### src/rtl/dot3_pkg.sv
// rtl/dot3_pkg.sv - shared state encoding and widths for the 3-bit dot product block
package dot3_pkg;

  localparam int ACC_W   = 10;
  localparam int LEN_MAX = 16;
  localparam int PROD_W  = 6;
  localparam int CNT_W   = 5;

  typedef enum logic {
    ACC  = 1'b0,
    HOLD = 1'b1
  } state_t;

  function automatic logic [ACC_W-1:0] widen_product(input logic [PROD_W-1:0] p);
    return {{(ACC_W-PROD_W){1'b0}}, p};
  endfunction

endpackage

### src/rtl/multiplier_3bit.sv
// rtl/multiplier_3bit.sv - combinational 3x3 unsigned multiplier
module multiplier_3bit (
  input  logic [2:0] a,
  input  logic [2:0] b,
  output logic [5:0] product
);

  assign product = {3'b000, a} * {3'b000, b};

endmodule

### src/rtl/dot_product_3bit.sv
// rtl/dot_product_3bit.sv - accumulates LEN products a*b and hands the sum off with a valid/ready pair
module dot_product_3bit
  import dot3_pkg::*;
#(
  parameter int LEN = 4
) (
  input  logic             clk,
  input  logic             rst,
  input  logic             clr,
  input  logic             in_valid,
  output logic             in_ready,
  input  logic [2:0]       a,
  input  logic [2:0]       b,
  output logic             out_valid,
  input  logic             out_ready,
  output logic [ACC_W-1:0] out_sum,
  output logic             busy
);

  localparam logic [CNT_W-1:0] LAST = CNT_W'(LEN - 1);

  state_t           state;
  logic [ACC_W-1:0] acc;
  logic [ACC_W-1:0] next_acc;
  logic [CNT_W-1:0] cnt;
  logic [PROD_W-1:0] product;

  multiplier_3bit u_mult (
    .a       (a),
    .b       (b),
    .product (product)
  );

  assign next_acc  = acc + widen_product(product);
  // Handshake flags decode straight from the state register, so in_valid never reaches in_ready.
  assign in_ready  = (state == ACC);
  assign out_valid = (state == HOLD);
  assign busy      = (cnt != '0) || (state == HOLD);

  always_ff @(posedge clk) begin
    if (rst || clr) begin
      state   <= ACC;
      acc     <= '0;
      cnt     <= '0;
      out_sum <= '0;
    end else begin
      case (state)
        ACC: begin
          if (in_valid) begin
            if (cnt == LAST) begin
              // Accumulator and counter clear on entry to HOLD so ACC restarts from zero.
              out_sum <= next_acc;
              acc     <= '0;
              cnt     <= '0;
              state   <= HOLD;
            end else begin
              acc <= next_acc;
              cnt <= cnt + 1'b1;
            end
          end
        end
        HOLD: begin
          if (out_ready) begin
            out_sum <= '0;
            state   <= ACC;
          end
        end
        default: begin
          state   <= ACC;
          acc     <= '0;
          cnt     <= '0;
          out_sum <= '0;
        end
      endcase
    end
  end

endmodule

### config.mk
export PLATFORM = sky130hd
export DESIGN_NAME = dot_product_3bit
export DESIGN_NICKNAME = d
export VERILOG_FILES = /design/src/rtl/dot3_pkg.sv /design/src/rtl/multiplier_3bit.sv /design/src/rtl/dot_product_3bit.sv
export SDC_FILE = /design/constraint.sdc
export NUM_CORES = 1
export LEC_CHECK = 0
export CORE_ASPECT_RATIO = 1.25
export CORE_MARGIN = 2
export CORE_UTILIZATION = 40
export CTS_CLUSTER_DIAMETER = 100
export DETAILED_ROUTE_END_ITERATION = 8
export PLACE_DENSITY = 0.64
export REMOVE_ABC_BUFFERS = 1
export SYNTH_ARGS = -nofsm -noshare
export SYNTH_HDL_FRONTEND = slang
export SYNTH_SLANG_ARGS = --single-unit
export TNS_END_PERCENT = 10
### constraint.sdc
create_clock -name clk -period 7.4 [get_ports clk]
set_clock_uncertainty 0.15 [all_clocks]
set_input_delay 1.48 -clock clk [delete_from_list [all_inputs] [get_ports clk]]
set_output_delay 1.48 -clock clk [all_outputs]
set_load 0.02 [all_outputs]
* Word-level counts from Yosys, hierarchy flattened
Index checks and enable logic that the tools add are counted.
Storage, ports and cells: bits in registers 26, latch bits 0, RAM bits 0, ROM bits 0, input bits 11, output and inout bits 13, logic and storage cells 27, memories 0
Operators by class: add/sub/neg operators 2, $mul 1, divide/modulo/power cells 0, order comparisons 0, equality and inequality tests 4, shift operators 0, mux-type cells 10, bitwise operators 1, reductions and logical operators 5
Operators by type and width (number):
- 10-bit two-way mux | 4
- 10-bit case mux with 2 select lines | 1
- 10-bit by 6-bit adder with 10-bit output | 1
- 3-bit by 3-bit multiplier with 6-bit output | 1
- 5-bit by 1-bit adder with 5-bit output (second input constant) | 1
- 5-bit by 2-bit equality test with 1-bit output (second input constant) | 1
- 5-bit two-way mux | 1
- 5-bit nonzero test | 1
- 2-bit inequality test (second input constant) | 2
- 1-bit two-way mux | 3
- 3-bit AND reduction | 1
- 1-bit logical OR | 2
- 2-bit by 1-bit inequality test with 1-bit output (second input constant) | 1
- 1-bit case mux with 2 select lines | 1
- 2-bit AND reduction | 1
- 1-bit NOT | 1

* Depth between registers and ports, before layout
Gate-level depths: netlist of run 1.
word-level depth 5, depth in mapped cells 11, depth with buffers taken out 11

* Cells and area by module
A second synthesis of run 1 with hierarchy kept.
Unflattened totals: cell total of the unflattened synthesis 187, area total of the unflattened synthesis 1562.7 um^2
Modules (own cells, without submodules):
- dot_product_3bit | times used 1, cells an instance 163, area each 1366.3 um^2, sequential area each 520.5 um^2
- multiplier_3bit | times used 1, cells an instance 24, area each 196.4 um^2, sequential area each 0.0 um^2

* Worst setup path after synthesis of run 1
OpenSTA, ideal clock, no wires.
kind input to register, start point input port a[0], end point register out_sum[9], library setup time 0.063 ns, data arrival time 4.052 ns, data required time 7.187 ns, path slack 3.136 ns, stages 11, path buffers 0, path through nand2_1 -> fa_1 -> inv_1 -> fa_1 -> inv_1 -> fa_1 -> nor2b_1 -> o31a_1 -> o2111ai_1 -> or4_1 -> nand3_1
On the way: word-level cells in the longest chain between the ends 5
RTL lines:
- start: declaration | line dot_product_3bit.sv:12 | input logic [2:0] a,
- 3-bit by 3-bit multiplier with 6-bit output | line multiplier_3bit.sv:8 | assign product = {3'b000, a} * {3'b000, b};
- 10-bit by 6-bit adder with 10-bit output | line dot_product_3bit.sv:34 | assign next_acc = acc + widen_product(product);
- 10-bit two-way mux | line dot_product_3bit.sv:50 | if (cnt == LAST) begin
- 10-bit two-way mux | line dot_product_3bit.sv:49 | if (in_valid) begin
- 10-bit case mux with 2 select lines | line dot_product_3bit.sv:47 | case (state)
- end signal: assignment | line dot_product_3bit.sv:52 | out_sum <= next_acc;
- end: declaration | line dot_product_3bit.sv:16 | output logic [ACC_W-1:0] out_sum,
Every way passes these cells. The select of a mux whose other input is x is not followed. A chain may end at the register's enable or synchronous reset.

* Final worst setup path of run 1
start point input port b[2], end point register acc[7]
On the way: word-level cells in the longest chain between the ends 3
RTL lines:
- start: declaration | line dot_product_3bit.sv:13 | input logic [2:0] b,
- 3-bit by 3-bit multiplier with 6-bit output | line multiplier_3bit.sv:8
- 10-bit by 6-bit adder with 10-bit output | line dot_product_3bit.sv:34
- 10-bit two-way mux | line dot_product_3bit.sv:50
- end signal: assignment | line dot_product_3bit.sv:57 | acc <= next_acc;
- end: declaration | line dot_product_3bit.sv:23 | logic [ACC_W-1:0] acc;
Every way passes these cells.

==> metrics.md, run 1 <==
| Metric | Value |
|---|---|
| Run status | `finished clean` |
| Async SR Flop Fraction | `0%` |
| Global-route wire length before repair | `about 5.8 mm` |
| Number of cells on the worst hold path | `2` |
| Top area cells in the synthesized netlist | `dfxtp_1, ha_1, fa_1` |
| Router iterations before antenna repair | `4` |
| Period minus WS final | `between 4000 and 5000 ps` |
| Core box area | `approximately 3800 um^2` |
| Synth area leader | `dfxtp_1` |
| Max_slew headroom | `48.9%` |
| GRT Overall Usage | `between 15 and 20%` |
| Crit path depth | `12` |
| Final nets | `between 200 and 250` |
| Worst r2r src | `acc[2]` |
| Slew @ Worst Pin | `approximately 770 ps` |
| Io pins | `24` |
| Clock transition at path regs | `around 90 ps` |
| Most used cell, CP | `fa_1` |
| Worst path buffer plus inverter count | `3` |
| Peak supply drop | `roughly 0.10 mV` |
| Routed Wire Length | `between 3 and 4 mm` |
| Post-CTS Setup Repair Bufs | `0` |
| Synth Instances | `~190` |
| Placed insts | `between 200 and 300` |
| GR Overflow Total | `0` |
| CP Launch Type | `input pin` |
| Delay-heaviest family, CP | `adder cells` |
| R2R cell count | `8` |
| RSZ-0062 raised after global routing | `false` |
| Dpl ws | `about 2400 ps` |
| Register area share after synthesis | `between 30% and 40%` |
| Post-Syn Area per Cell | `about 8 um^2` |
| Clock sink total | `26` |
| Mapped Area | `1580 um^2` |
| CTS tree | `built` |
| Synth top area share | `about a third` |
| Fin. Hold Viols | `0` |
| Die area | `4470 um^2` |
| Fmax | `around 210 MHz` |
| H-tree levels | `1` |
| Port Buffer Count | `23` |
| Largest net degree at the start of global routing | `27` |
| Crit path largest cell delay | `~540 ps` |
| Worst endpoint required time | `between 7000 and 8000 ps` |
| Antenna Cells | `0` |
| Max clock buf depth | `2` |
| DRT antenna net count | `0` |
| Worst Setup SP | `b[2]` |
| M1 wire length | `about 1.6 mm` |
| Metal3 WL | `80 um` |
| Crit path arrival time | `~4800 ps` |
| Hold Path Class | `reg -> reg` |
| Leakage | `0.746 nW` |
| Drt wl/cell | `approximately 13 um` |
| Cts hold-fix bufs | `0` |
| Layout cells sized above 1 | `~4.2%` |
| Post-DP HPWL | `2.52 mm` |
| PwrDens | `between 100 and 150 nW/um^2` |
| Clock Latency Late Sink | `around 270 ps` |
| Worst hold slack | `roughly 320 ps` |
| Final setup vio count | `0` |
| Synth warnings | `0` |
| Initial antenna violation count | `0` |
| Design area | `around 1900 um^2` |
| Final TNS setup | `0 ps` |
| Die Height | `approximately 74 um` |
| Gpl congestion | `approximately 0.78` |
| Via density | `5.27` |
| Post-synth EDFFs | `0` |
| Top-count cell post-synth | `dfxtp_1` |
| # resized after CTS | `0` |
| Count of cell types in the netlist | `36` |
| Top_reg_cell synth | `dfxtp_1` |
| CP Class | `in -> reg` |
| Max-cap viol count | `0` |
| Final Max Slew Viols | `0` |
| Critical Path Sink Type | `flop` |
| Placed inst area | `about 1800 um^2` |
| Num rows | `25` |
| R2r setup slk | `around 4700 ps` |
| Vias | `between 1k and 1.5k` |
| Total clock buffers created by CTS | `3` |
| CTS root buf | `clkbuf_8` |
| Vias in the first global route | `~1.3k` |
| Post-synth top cells | `dfxtp_1, nor2_1, a21oi_1, nand2_1, inv_1` |
| Critical path fanouts, max | `4` |
| Final Cycle Share | `a little over three fifths` |
| Worst path cell trace | `clkdlybuf4s50_1 > nand2_1 > fa_1 > inv_1 > fa_1 > inv_1 > fa_1 > nor2b_1 > o31a_1 > o21ai_0 > or4_1 > nand3_1` |
| Hold_sp | `acc[1]` |
| Die Width | `60.2 um` |
| Met2 wire length | `between 1.5 and 2 mm` |
| Post-synthesis register bit count | `26` |
| Final setup margin | `between 2000 and 3000 ps` |
| Final non-filler cell total | `~270` |
| Drt drc | `0` |
| Layout area overhead | `20.3%` |
| Initial Util | `41.7%` |
| First DRT Iteration DRCs | `29` |
| DR top layer | `met4` |
| Crit path max-delay cell type | `fa_1` |
[worst min-delay path, cell delays in order, from the launching register on]
cell and delay, ps:
dfxtp_1 320, nand2_1 60, a21oi_1 50
[power breakdown]
group	leakage (nW)	internal [mW]	switching (mW)
combinational	0.507	0.0196	0.0261
clock	0.0288	0.0476	0.0460
sequential	0.210	0.142	0.00119
[cell families (layout without fill, tap and decap cells)]
kind of cell	Yosys count	count (layout)	synth area share, %
simple gates	88	88	30.0
compound gates	36	36	14.1
flops	26	26	33.0
buf+inv	23	42	5.63
fa+ha+maj	16	16	15.1
xor+xnor	4	4	2.22
[metrics by stage]
stage                     util (%)  power (mW)
after floorplan                  -       0.176
after global placement        48.7       0.192
after detailed placement      48.7       0.192
after CTS                     50.1       0.284
after global routing          50.1       0.295
final                         50.1       0.282
[per-layer routing]
layer,global-route usage [%],vias to the layer above
met1,21.1,660
met3,2.26,4
met5,0,-
met4,4.44,0
met2,29.1,17
li1,-,720
[final cells by class]
cell class / instances / area, um^2
well taps: 54 / 67.6
multi-input cells: 144 / 968
inverters: 15 / 56.3
repair buffers: 23 / 230
fillers: 383 / 1890
clock buffers: 4 / 55.1
flip-flops and latches: 26 / 520
[flip-flops by register name, summed over array words and instances, names as in the netlist]
| signal | flops |
|---|---|
| acc | 10 |
| out_valid | 1 |
| out_sum | 10 |
| cnt | 5 |
[cells in the final DEF, fill, tap and decap left out, drive strengths merged, types with 2 or more instances in the layout]
| cell | netlist | final |
|---|---|---|
| dfxtp | 26 | 26 |
| clkdlybuf4s50 | 0 | 23 |
| nor2 | 21 | 21 |
| nand2 | 19 | 19 |
| a21oi | 18 | 18 |
| inv | 15 | 15 |
| nand3 | 13 | 13 |
| ha | 11 | 11 |
| nand4 | 8 | 8 |
| and2 | 6 | 6 |
| nor3 | 5 | 5 |
| fa | 5 | 5 |
| xor2 | 4 | 4 |
| a31oi | 4 | 4 |
| or4 | 4 | 4 |
| clkbuf | 6 | 4 |
| a211oi | 3 | 3 |
| o21ai | 3 | 3 |
| and3 | 3 | 3 |
| nor2b | 2 | 2 |
| o31a | 2 | 2 |
| nor4 | 2 | 2 |
[worst paths after layout]
check,endpoint
max,acc[7]
min reg2reg,acc[1]
min,acc[1]
max reg2reg,acc[7]
Note: power is estimated with default switching activity, not from simulation.
==> run 2: changes to the inputs <==
- clock period: 7.4 -> 4.9 ns (I/O delays scaled with it)
==> metrics.md, run 2 (synthesized netlist as in run 1, its figures left out) <==
| Metric | Value |
|---|---|
| Run status | `finished clean` |
| Initial antenna violation count | `0 (unchanged)` |
| Critical Path Sink Type | `flop` |
| Worst path buffer plus inverter count | `3 (unchanged)` |
| Crit path largest cell delay | `540 ps (about the same)` |
| DRT antenna net count | `0 (unchanged)` |
| CP Class | `in -> reg` |
| Worst r2r src | `acc[2]` |
| CTS root buf | `clkbuf_8` |
| Clock Latency Late Sink | `270 ps (about the same)` |
| Final Max Slew Viols | `0 (unchanged)` |
| Global-route wire length before repair | `5.96 mm (+3.5%)` |
| Port Buffer Count | `23 (unchanged)` |
| Via density | `5.27 (about the same)` |
| Max_slew headroom | `58.6% (+9.7 points)` |
| Worst r2r dst | `acc[9]` |
| Gpl congestion | `0.774 (-0.55%)` |
| Die area | `4470 um^2 (unchanged)` |
| Crit path depth | `12 (unchanged)` |
| Critical path fanouts, max | `4 (unchanged)` |
| Peak supply drop | `0.129 mV (+27%)` |
| Final Cycle Share | `between 80 and 90%` |
| GR Overflow Total | `0 (unchanged)` |
| Fin. Hold Viols | `0 (unchanged)` |
| Router iterations before antenna repair | `4 (unchanged)` |
| Drt drc | `0 (unchanged)` |
| Die Width | `60.2 um (unchanged)` |
| Worst hold slack | `311 ps (-6.12 ps)` |
| Post-DP HPWL | `2.52 mm (about the same)` |
| Post-CTS Setup Repair Bufs | `0 (unchanged)` |
| Fmax | `~240 MHz` |
| Delay-heaviest family, CP | `adder cells` |
| Total clock buffers created by CTS | `3 (unchanged)` |
| Final Util | `50.3% (+0.20 points)` |
| Top flop regs | `acc (10), out_sum (10), cnt (5)` |
| Max clock buf depth | `2 (unchanged)` |
| CTS tree | `built` |
| Initial Util | `41.7% (unchanged)` |
| Final TNS setup | `0 ps (unchanged)` |
| Vias | `1406 (+0.36%)` |
| Layout cells sized above 1 | `4.69% (+0.45 points)` |
| Cts hold-fix bufs | `0 (unchanged)` |
| RSZ-0062 raised after global routing | `false` |
| CP endpoint | `acc[9]` |
| Die Height | `74.2 um (unchanged)` |
| Final nets | `241 (+0.42%)` |
| Num rows | `25 (unchanged)` |
| Most frequent cells in the layout | `dfxtp_1, clkdlybuf4s50_1, nor2_1` |
| Core box area | `3780 um^2 (unchanged)` |
| Io pins | `24 (unchanged)` |
| H-tree levels | `1 (unchanged)` |
| Vias in the first global route | `1330 (+2.3%)` |
| CP Launch Type | `input pin` |
| Most used cell, CP | `fa_1` |
| R2R cell count | `8 (unchanged)` |
| Leakage | `0.751 nW (+0.64%)` |
| Clock transition at path regs | `90 ps (about the same)` |
| Layout area overhead | `20.8%` |
| Drt wl/cell | `12.8 um (+0.21%)` |
| R2r setup slk | `2240 ps (-2480 ps)` |
| Max-cap viol count | `0 (unchanged)` |
| Worst path cell trace | `clkdlybuf4s50_1 > nand2_1 > fa_1 > inv_1 > fa_1 > inv_1 > fa_1 > nor2b_1 > o31a_1 > o2111ai_1 > or4_1 > nand3_1` |
| Antenna Cells | `0 (unchanged)` |
| Worst endpoint required time | `4970 ps (-2500 ps)` |
| Routed Wire Length | `3.41 mm (+0.59%)` |
| GRT Overall Usage | `17.0% (+0.43 points)` |
| # resized after CTS | `0 (unchanged)` |
| Final setup vio count | `0 (unchanged)` |
| Largest net degree at the start of global routing | `27 (unchanged)` |
| Crit path arrival time | `4240 ps (-510 ps)` |
| Clock sink total | `26 (unchanged)` |
| Hold Path Class | `reg -> reg` |
| Most common cell after layout, fill and taps aside | `dfxtp_1` |
| Hold_sp | `acc[1]` |
| Period minus WS final | `4170 ps` |
| Slew @ Worst Pin | `620 ps (-146 ps)` |
| First DRT Iteration DRCs | `49 (+69%)` |
| PwrDens | `222 nW/um^2 (+50%)` |
| Crit path max-delay cell type | `fa_1` |
| Worst Setup SP | `a[0]` |
run 2: cell count changes in the layout (fill, tap and decap cells not counted):
cell	previous run	this run
buf_4	0	1
run 2: power by group:
part / switching, mW / internal [mW] / leakage (nW)
sequential: 0.00174 / 0.214 / 0.210
combinational: 0.0397 / 0.0301 / 0.512
clock: 0.0668 / 0.0718 / 0.0288
run 2: worst min-delay path by stage:
stage | end | slack, ps | cells after the start
CTS | acc[1] | 320 | 2
floorplan | acc[0] | 290 | 2
finish | acc[1] | 310 | 2
global route | acc[1] | 340 | 2
detailed placement | acc[1] | 310 | 2
global placement | acc[5] | 300 | 2
run 2: worst min-delay path, delay by kind of cell, from the launching register on:
family,cells,cell delay (ps)
and+or+nand+nor,1,50
DFF,1,320
AOI/OAI and AO/OA,1,50
run 2: per-stage QoR:
stage / std cells / power (mW) / instance area (um^2) / setup slack (ps)
2_1_floorplan: 185 / 0.266 / 1550 / 1140
3_3_place_gp: 263 / 0.291 / 1850 / 479
3_5_place_dp: 263 / 0.291 / 1850 / 429
4_1_cts: 267 / 0.431 / 1910 / 716
5_1_grt: 267 / 0.449 / 1910 / 538
6_report: 267 / 0.424 / 1910 / 729
run 2: area by class of cell:
cell class                      instances  area, um^2
Fill cell                             377        1880
Timing Repair Buffer                   24         238
Multi-Input combinational cell        144         968
Sequential cell                        26         520
Clock buffer                            4        55.1
Tap cell                               54        67.6
Inverter                               15        56.3
run 2: per-layer routing:
metal  vias to the layer above  part of all wire (%)  global-route usage (%)
met3                         2                   3.3                    2.43
met4                         0                  0.79                    4.44
li1                        721                     -                       -
met1                       660                    46                    22.2
met2                        23                    49                    29.2
met5                         -                     0                       0
==> edit 1, RTL diff (flow settings as in run 2) <==
`CNT_W`: 5 -> 10.
--- a/src/rtl/dot3_pkg.sv
+++ b/src/rtl/dot3_pkg.sv
@@ -6,3 +6,3 @@
   localparam int PROD_W  = 6;
-  localparam int CNT_W   = 5;
+  localparam int CNT_W   = 10;
 
Check against the original RTL: no difference found for any inputs over 4 cycles, from zero or initial values; that may be too few to reach the edited logic, so the function may still have changed.
==> edit 1 against run 2 <==
Sequential cell count increased by 5. First-iteration DRC count increased by 59%. Cell area increased by 13%. Synthesized area increased by 14%. Power increased by 25%. Non-clock buffer count decreased by 1. Die area increased by 13%. Setup slack improved by 130 ps. Via count increased by 7.8%. Clock power increased by 44%. Count of clock-buffer cells in the layout increased by 2. Global-route usage decreased by 1.5 points. Wire length increased by 8.1%. Critical path type unchanged.
==> edit 1: results (changes against run 2) <==
[status]
status=completed

[clock_tree]
clkTransAtPathRegs_ps=60  ; -30 ps
clk_latency_ps=280
cts_max_level=2  ; +1
clock_path_buffers=2  ; unchanged
cts_root_buffer=clkbuf_8
clkSinkCount=31  ; +19%
cts_buffers=5  ; +2

[power_and_ir_drop]
p_leak_nw=0.845  ; +13%
peakVddDrop_mv=0.151  ; +17%
switching_share=0.250  ; -0.00554

[grt]
track_usage=0.155  ; -0.0149
grt_pass1_vias=1392  ; +4.7%
grt_pass1_wl_mm=6.24  ; +4.7%
grt_start_max_net_pins=22  ; -19%
grt_remaining_overflow=0  ; unchanged

[worst_setup_path]
rrSetupSlack_ps=2340  ; +100 ps
crit_end=acc[9]
reg2regPathDepth=8  ; unchanged
slowest_delay_ps=530
crit_start=a[0]
path_max_fanout=4  ; unchanged

[place]
gp_congestion=0.780  ; +0.72%
dp_hpwl_mm=2.80  ; +11%
placedCellCount=287  ; +9.1%
placed_area_sq_mm=0.00207  ; +12%

[detailed_routing]
first_iter_violations=78  ; +59%
viasPerCell=5.16  ; -2.1%
wl_per_cell_microns=12.5  ; -1.8%
ant_nets=0  ; unchanged
dr.pass1.iters=4  ; unchanged

[sta]
worst_slew_pin_slew_ps=569  ; -51.0 ps

[layout]
top_regs=acc: 10 flops, cnt: 10 flops, out_sum: 10 flops
layoutNonFillerInstCount=294  ; +10%
nNetsFinal=263  ; +9.1%
drive_gt1_frac=0.0551  ; +0.00814

[synth]
async_flop_share=0  ; unchanged
yosysSeqAreaShare=0.346  ; +0.0165
syn_inst=212  ; +9.8%
ys_top_cells_by_area=dfxtp_1, ha_1, fa_1
synthTopCellsByCount=dfxtp_1, nand2_1, nor2_1
yosysUniqueCellTypes=39  ; +8.3%

[min_path]
hp-class=reg -> reg
hold_path_depth=2  ; unchanged

==> edit 1: logic make-up (layout without fill, tap and decap cells) <==
logic type | Yosys count | count (layout) | synth area share
adder cells (fa/ha/maj) | 16 | 16 | 0.133
AND/OR/NAND/NOR | 89 | 89 | 0.262
flip-flops | 31 | 31 | 0.346
AO/OA/AOI/OAI | 42 | 42 | 0.151
buffers and inverters | 21 | 45 | 0.0447
XOR/XNOR | 13 | 13 | 0.0635
==> edit 1: layout make-up <==
class                      count  area, sq um
tap                           58         72.6
clock inverter                 1         5.00
timing repair buffer          23          230
multi-input combinational    160         1090
sequential                    31          621
clock buffer                   6         82.6
inverter                      15         56.3
fill                         419         2200
==> edit 1: power by group through the flow <==
stage,clock (mW),combinational [mW],sequential [mW]
global route,0.214,0.0816,0.257
global placement,0,0.0730,0.262
CTS,0.206,0.0728,0.256
detailed placement,0,0.0725,0.262
finish,0.200,0.0715,0.256
floorplan,0,0.0482,0.262
==> edit 1: per-layer routing <==
| layer | up-vias | part of all wire | track usage |
|---|---|---|---|
| met5 | - | 0 | 0 |
| met4 | 0 | 0.017 | 0.0587 |
| met3 | 8 | 0.034 | 0.0297 |
| met2 | 28 | 0.49 | 0.263 |
| met1 | 700 | 0.46 | 0.195 |
| li1 | 780 | - | - |
==> edit 1: worst min-delay path by stage <==
stage                          start         end  slack, ps
after detailed placement  out_sum[3]  out_sum[3]        310
final                     out_sum[3]  out_sum[3]        320
after global routing      out_sum[8]  out_sum[8]        340
after CTS                 out_sum[3]  out_sum[3]        330
after floorplan               acc[5]      acc[5]        300
after global placement    out_sum[0]  out_sum[0]        310
==> edit 1: metrics by stage <==
stage | worst slack, ps | utilization
2_1_floorplan | 1260 | -
3_3_place_gp | 607 | 0.475
3_5_place_dp | 601 | 0.475
4_1_cts | 885 | 0.495
5_1_grt | 635 | 0.495
6_report | 859 | 0.495
==> edit 1: worst reg2reg max path, cell delays in order (launching register included) <==
cell	delay [ps]
dfxtp_1	340
fa_1	560
inv_1	60
fa_1	460
nor2b_1	170
o2111ai_1	170
a21oi_1	310
a21o_1	170
a21oi_1	60
==> edit 2, RTL diff (settings of run 2) <==
Made on the original files. One comparison of `cnt` changes from == to >=.
--- a/src/rtl/dot_product_3bit.sv
+++ b/src/rtl/dot_product_3bit.sv
@@ -49,3 +49,3 @@
           if (in_valid) begin
-            if (cnt == LAST) begin
+            if (cnt >= LAST) begin
               // Accumulator and counter clear on entry to HOLD so ACC restarts from zero.
Function: same outputs for any inputs over 4 cycles, from zero or initial values; that may be too few to reach the edited logic, so the function may still have changed.
==> edit 2 against run 2 <==
Non-clock buffer count down 1. Setup slack better by 22 ps. Utilization down 0.94 points. Synthesized area down 2.5%. Via count down 8.2%. Sequential cell count unchanged. Power down 4.9%. Count of clock-buffer cells in the layout down 1. Hold slack worse by 1.9 ps. Cell area down 3.5%. Wire length down 4.5%. Register-to-register slack better by 40 ps. Critical path type unchanged.
==> edit 2: results (changes against run 2) <==
[clock_tree]
clk_latency_ps=260
holdBufCountCts=0  ; unchanged
post_cts_buffers=0  ; unchanged

[synth]
synth_xor_area_frac=0.0456  ; +0.0234
yosysWarnings=0  ; unchanged
syn_inst=174  ; -9.8%
async_flop_share=0  ; unchanged
synthTopCellsByCount=dfxtp_1, nand2_1, inv_1
yosysSeqAreaShare=0.338  ; +0.00859
yosysUniqueCellTypes=37  ; +2.8%
synthAdderAreaFrac=0.155  ; +0.00392
ys_top_cells_by_area=dfxtp_1, ha_1, fa_1
synth-compound-area-share=0.177  ; +0.0354

[grt]
grt_start_max_net_pins=16  ; -41%
met1_usage=0.198  ; -0.0241
gr-usage-met2=0.275  ; -0.0175
met3_usage=0.0158  ; -0.00850
grt_pass1_wl_mm=5.40  ; -9.5%
track_usage=0.160  ; -0.0104

[worst_setup_path]
rrSetupSlack_ps=2280  ; +40 ps
cp.arrival_ps=4200  ; -40 ps
path_max_fanout=3  ; -1
crit_start=b[2]
reg2regPathDepth=8  ; unchanged

[layout]
layoutNonFillerInstCount=235  ; -12%
buffers_excl_clock=23  ; -4.2%
seq_cells=26  ; unchanged
drive_gt1_frac=0.0718  ; +0.0248
nNetsFinal=224  ; -7.1%
buffer_area_frac=0.125  ; +0.000417
num-fill-cells=373  ; -1.1%
multi_input_area_sq_um=933  ; -3.6%
nMultiInputCombCells=126  ; -13%
clock_cell_area_share=0.0224  ; -0.00644
inverters_excl_clock=17  ; +2
utilization=0.494  ; -0.00935

[detailed_routing]
wl_met3_microns=101  ; -9.0%
wl_met2_mm=1.64  ; -2.4%
drc=0  ; unchanged
drt-met1-wl_mm=1.47  ; -7.5%
vias=1291  ; -8.2%
first_iter_violations=35  ; -29%
routed_wl_mm=3.25  ; -4.5%

[power_and_ir_drop]
p_leak_nw=0.703  ; -6.3%
peakVddDrop_mv=0.126  ; -2.9%

[min_path]
hp-class=reg -> reg
min_to=acc[0]
hold_start=acc[0]

[place]
placedCellCount=232  ; -12%
gp_congestion=0.783  ; +1.1%
dp_hpwl_mm=2.56  ; +1.8%
place_ws_ps=462  ; +33.1 ps
placed_area_sq_mm=0.00180  ; -2.8%

[status]
status=completed

[sta]
worst_slew_pin_slew_ps=821  ; +202 ps
timing.hold.ws_ps=309  ; -1.86 ps
fmax_mhz=241  ; +0.53%

[floorplan]
core_sq_mm=0.00372  ; -1.7%

[edit 2: cell count changes after synthesis, moves of 3 or more]
cell	run 2	this run
a21oi_2	0	3
a211oi_1	3	0
nor3_1	5	1
a21oi_1	18	11
a31oi_1	4	0
nor2_1	20	14
nand4_1	8	5
a22oi_1	0	6
o2bb2ai_1	0	4
nand3_1	13	9
[edit 2: cells by family after synthesis]
group                    after synthesis
buffers and inverters                 22
adder cells (fa/ha/maj)               16
XOR/XNOR                               8
flip-flops                            26
AND/OR/NAND/NOR                       67
AO/OA/AOI/OAI                         35
[edit 2: critical path, delay by kind of cell]
| kind | cells | cell delay, ps |
|---|---|---|
| adder cells (fa/ha/maj) | 3 | 1560 |
| AND/OR/NAND/NOR | 4 | 760 |
| AO/OA/AOI/OAI | 2 | 300 |
| buffers and inverters | 3 | 620 |
[edit 2: where the power goes]
part           switching [mW]  internal (mW)
combinational          0.0396         0.0322
clock                  0.0606         0.0549
sequential            0.00191          0.214
